`config.mk`:
```
export PLATFORM = sky130hd
export DESIGN_NAME = addac_bist
export DESIGN_NICKNAME = d
export VERILOG_FILES = /design/src/rtl/addac_bist.sv
export SDC_FILE = /design/constraint.sdc
export NUM_CORES = 1
export LEC_CHECK = 0
export ABC_AREA = 1
export BUFFER_PORTS_ARGS = -buffer_cell sky130_fd_sc_hd__buf_4
export CELL_PAD_IN_SITES_DETAIL_PLACEMENT = 1
export CELL_PAD_IN_SITES_GLOBAL_PLACEMENT = 1
export CORE_ASPECT_RATIO = 1.5
export CORE_MARGIN = 4
export CORE_UTILIZATION = 35
export DETAILED_ROUTE_END_ITERATION = 10
export GPL_TIMING_DRIVEN = 0
export PLACE_DENSITY_LB_ADDON = 0.1
export SLEW_MARGIN = 30
export SYNTH_ARGS = -nofsm -noshare
export SYNTH_HDL_FRONTEND = slang
export SYNTH_SLANG_ARGS = --single-unit
```
`constraint.sdc`:
```
create_clock -name clk -period 2.4 [get_ports clk]
set_input_delay 0.24 -clock clk [delete_from_list [all_inputs] [get_ports clk]]
set_output_delay 0.24 -clock clk [all_outputs]
set_load 0.02 [all_outputs]
```
`src/rtl/addac_bist.sv`:
```
// Built-in self-test for the combinational addac block: sweeps every input
// vector, compacts the responses into a MISR and checks the result against GOLDEN.
module addac_bist #(
    parameter int unsigned        N_IN   = 5,
    parameter int unsigned        N_OUT  = 2,
    parameter int unsigned        SIG_W  = 16,
    parameter logic [SIG_W-1:0]   POLY   = 16'h1021,
    parameter logic [SIG_W-1:0]   SEED   = 16'h0000,
    parameter logic [SIG_W-1:0]   GOLDEN = 16'h0000,
    parameter int unsigned        SETTLE = 1
) (
    input  logic              clk,
    input  logic              reset,
    input  logic              start,
    input  logic              abort,
    output logic [N_IN-1:0]   dut_in,
    input  logic [N_OUT-1:0]  dut_out,
    output logic              busy,
    output logic              done,
    output logic              pass,
    output logic [SIG_W-1:0]  signature,
    output logic [N_IN:0]     vec_count
);

    localparam int unsigned   CNT_W    = (SETTLE > 1) ? $clog2(SETTLE) : 1;
    localparam logic [N_IN-1:0] LAST_VEC = '1;

    typedef enum logic [2:0] {
        IDLE,
        APPLY,
        CAPTURE,
        COMPARE,
        DONE
    } state_t;

    state_t              state, state_n;
    logic [N_IN-1:0]     vec;
    logic [CNT_W-1:0]    settle_cnt;
    logic [SIG_W-1:0]    sig;
    logic [N_IN:0]       vcount;
    logic                pass_r;

    logic                settle_last;
    logic                vec_last;
    logic                launch;
    logic                kill;
    logic [SIG_W-1:0]    misr_next;

    assign settle_last = (settle_cnt == CNT_W'(SETTLE - 1));
    assign vec_last    = (vec == LAST_VEC);
    assign misr_next   = {sig[SIG_W-2:0], 1'b0}
                       ^ (sig[SIG_W-1] ? POLY : '0)
                       ^ SIG_W'(dut_out);

    always_ff @(posedge clk) begin
        if (!reset) begin
            state <= IDLE;
        end else begin
            state <= state_n;
        end
    end

    // abort outranks start everywhere, including a restart request from DONE
    always_comb begin
        state_n = state;
        launch  = 1'b0;
        kill    = 1'b0;
        case (state)
            IDLE: begin
                if (!abort && start) begin
                    state_n = APPLY;
                    launch  = 1'b1;
                end
            end
            APPLY: begin
                if (abort) begin
                    state_n = IDLE;
                    kill    = 1'b1;
                end else if (settle_last) begin
                    state_n = CAPTURE;
                end
            end
            CAPTURE: begin
                if (abort) begin
                    state_n = IDLE;
                    kill    = 1'b1;
                end else if (vec_last) begin
                    state_n = COMPARE;
                end else begin
                    state_n = APPLY;
                end
            end
            COMPARE: begin
                if (abort) begin
                    state_n = IDLE;
                    kill    = 1'b1;
                end else begin
                    state_n = DONE;
                end
            end
            DONE: begin
                if (abort) begin
                    state_n = IDLE;
                    kill    = 1'b1;
                end else if (start) begin
                    state_n = APPLY;
                    launch  = 1'b1;
                end
            end
            default: begin
                state_n = IDLE;
            end
        endcase
    end

    // signature and vec_count survive an abort so the partial run can be inspected
    always_ff @(posedge clk) begin
        if (!reset) begin
            vec        <= '0;
            settle_cnt <= '0;
            sig        <= '0;
            vcount     <= '0;
            pass_r     <= 1'b0;
        end else if (launch) begin
            vec        <= '0;
            settle_cnt <= '0;
            sig        <= SEED;
            vcount     <= '0;
            pass_r     <= 1'b0;
        end else if (kill) begin
            vec        <= '0;
            settle_cnt <= '0;
            pass_r     <= 1'b0;
        end else begin
            case (state)
                APPLY: begin
                    settle_cnt <= settle_cnt + 1'b1;
                end
                CAPTURE: begin
                    sig        <= misr_next;
                    vcount     <= vcount + 1'b1;
                    settle_cnt <= '0;
                    if (!vec_last) begin
                        vec <= vec + 1'b1;
                    end
                end
                COMPARE: begin
                    pass_r <= (sig == GOLDEN);
                end
                default: begin
                end
            endcase
        end
    end

    assign dut_in    = vec;
    assign busy      = (state == APPLY) || (state == CAPTURE) || (state == COMPARE);
    assign done      = (state == DONE);
    assign pass      = pass_r;
    assign signature = sig;
    assign vec_count = vcount;

endmodule

```
==> metrics.md <==
| Metric | Value |
|---|---|
| Final Critical Period | 1.55 ns |
| H-tree levels | 2 |
| Hold Crit Depth | 3 |
| Critical path buffers and inverters | 2 |
| Core area | 4500 sq um |
| Synth cell types | 28 |
| Max Fclk | 645 MHz |
| Post-synth ARST share | 0% |
| Detailed Place HPWL | 3190 um |
| Clk slew on worst S/H paths | 0.06 ns |
| CTS Buf Count | 5 |
| Die height | 91.4 um |
| PortBufs | 35 |
| Worst r2r path cells | 8 |
| Setup bufs post-CTS | 0 |
| Vias in the first global route | 1513 |
| Synthesized flop and latch total | 32 |
| Worst min-delay path class | input port to register |
| # rows | 30 |
| Simple-Gate Fraction of Synth Area | 23.4% |
| Vias | 1508 |
| Area Growth Syn to Fin | 25.8% |
| Slew @ Worst Pin | 0.344 ns |
| Power Density | 526 nW/um^2 |
| Synth Warn # | 0 |
| First-pass detailed-route iteration total | 4 |
| Grt total ovfl | 0 |
| I/O Pins | 36 |
| Cell total after placement | 296 |
| Max Cap Viol | 0 |
| Post-Synth XOR/XNOR Area | 2.16% |
| CTS tree | yes |
| LEAKAGE | 0.893 nW |
| Worst setup EP type | register |
| WP data required | 2.57 ns |
| Count of pins over their slew limit | 0 |
| Mapped Cells | 213 |
| Via density | 4.98 |
| Final Cycle Share | 64.6% |
| Final ANT Viol Nets | 0 |
| GRT Overall Usage | 15.5% |
| VDD IR max | 0.000253 V |
| DR iter-0 viols | 36 |
| Initial Util | 36.0% |
| Worst-path maximum fanout | 6 |
| Syn_area_per_cell | 7.62 sq um |
| Total die area | 5810 sq um |
| Mux cell area share after synthesis | 0% |
| ANT cells | 0 |
| Clock root buffer | clkbuf_8 |
| CTS Buffer Depth | 2 |
| Syn_nets | 222 |
| Post-synthesis compound-gate area fraction | 18.1% |
| DRC Markers | 0 |
| Setup violators final | 0 |
| Largest family of logic cells by synthesized area | simple AND/OR/NAND/NOR gates |
| CP top delay family | simple AND/OR/NAND/NOR gates |
| Outcome | finished clean |
| Largest net degree at the start of global routing | 11 |
| Share of cells above drive strength 1 | 32.9% |
| Total Wirelength | 4140 um |
| Hold_buf cts | 0 |
| Finished Layout Cells | 303 |
| Initial antenna violation count | 0 |
| Worst path slowest cell | dfxtp_1 |
| NumNets Final | 264 |
| WL/cell | 13.7 um |
| Top_reg_cell synth | dfxtp_1 |
| Post-synth EDFFs | 0 |
| First-pass GRT wire length | 6980 um |
| Post-Synth Adder-Cell Area | 2.31% |
| Rel. slew slack | 77.0% |
| Post-Syn Area | 1620 sq um |
| RSZ-0062 raised after global routing | false |
| Crit-path cells | ha_1 > inv_1 > nor3_1 > ha_1 > inv_1 > nand2_1 > or2_0 > a21oi_1 |
| Hold Violations, Final | 0 |
| Die Width | 63.6 um |
| Stages on worst setup path | 8 |
| Later-pin clock latency in the skew report | 0.28 ns |
| CP max stage delay | 0.41 ns |
| Fin Setup TNS | 0 ns |
| Setup crit start kind | register |
| Register area share after synthesis | 39.5% |
| Clock sink total | 32 |
| Worst Clk Skew | 0.00862 ns |
| Data arrival, critical path | 1.72 ns |
| GP Congestion | 0.807 |
| Crit path kind | register to register |
| Post-CTS sizing | 0 |
[placed cells by master, fill, tap and decap left out, types with 3 or more instances in the layout]
cell / instances
buf_4: 49
nand2_1: 32
dfxtp_1: 32
nor2_1: 29
a21oi_1: 20
inv_1: 19
nand3_1: 13
o21ai_0: 10
o21ai_2: 8
clkbuf_8: 7
nor3_1: 5
a21oi_2: 5
inv_2: 4
nand2_2: 3
xor2_1: 3
ha_1: 3
[power by group]
part | leakage, nW | internal [mW] | switching (mW)
Clock | 0.0503 | 0.255 | 0.193
Combinational | 0.584 | 0.0329 | 0.0524
Sequential | 0.258 | 0.536 | 0.00559
[metrics by stage]
stage	worst slack [ns]	area (sq um)	hold slack (ns)	util (%)	power, mW
finish	0.850	2040	0.229	45.3	1.07
detailed placement	0.818	1950	0.478	43.2	0.641
floorplan	0.916	1620	0.363	-	0.609
global placement	0.863	1950	0.474	43.2	0.638
global route	0.667	2040	0.250	45.3	1.12
CTS	0.810	2040	0.221	45.3	1.09
[metal layers]
layer	global-route usage, %	part of all wire [%]
met1	16.2	40
met3	3.84	3.7
met4	7.39	2.0
met2	28.2	54
met5	0	0
[final cells by class]
type | count | area [sq um]
clock buffer | 7 | 96.3
sequential | 32 | 641
inverter | 24 | 95.1
fill | 571 | 2460
multi-input combinational | 140 | 746
tap | 48 | 60.1
buffer | 17 | 141
timing repair buffer | 35 | 263
[worst min-delay path: cells and delay by family]
| kind | cells | cell delay, ns |
|---|---|---|
| buf+inv | 1 | 0.13 |
| compound gates | 1 | 0.03 |
| simple gates | 1 | 0.06 |
[flip-flops by register name (all words and copies together) (netlist names)]
name        count
dut_in          5
pass            1
settle_cnt      1
signature      16
state           3
vec_count       6
[logic make-up after synthesis]
kind of cell | count (synthesis)
AND/OR/NAND/NOR | 87
AO/OA/AOI/OAI | 46
buffers and inverters | 41
flip-flops | 32
XOR/XNOR | 4
adder cells (fa/ha/maj) | 3
[cell usage after synthesis (3+ instances only)]
cell type,instances,area share [%]
buf_4,14,6.5
nand2_1,32,7.4
a21oi_1,20,6.2
a21oi_2,5,2.7
nor2_1,29,6.7
o21ai_0,10,3.1
xor2_1,3,1.6
inv_2,4,0.92
nand2_2,3,1.2
nand3_1,13,4.0
nor3_1,5,1.5
dfxtp_1,32,39
inv_1,19,4.4
ha_1,3,2.3
o21ai_2,8,4.3
[final timing paths]
check	endpoint	startpoint	slack, ns
worst max-delay path	dut_in[0]$_SDFFE_PP0P_	dut_in[0]$_SDFFE_PP0P_	0.85
worst min-delay path	state[0]$_SDFFE_PN0P_	reset	0.23
worst max register to register	dut_in[0]$_SDFFE_PP0P_	dut_in[0]$_SDFFE_PP0P_	0.85
worst min register to register	signature[4]$_SDFFE_PP0P_	signature[3]$_SDFFE_PP0P_	0.49
(Power assumes the default switching activity.)
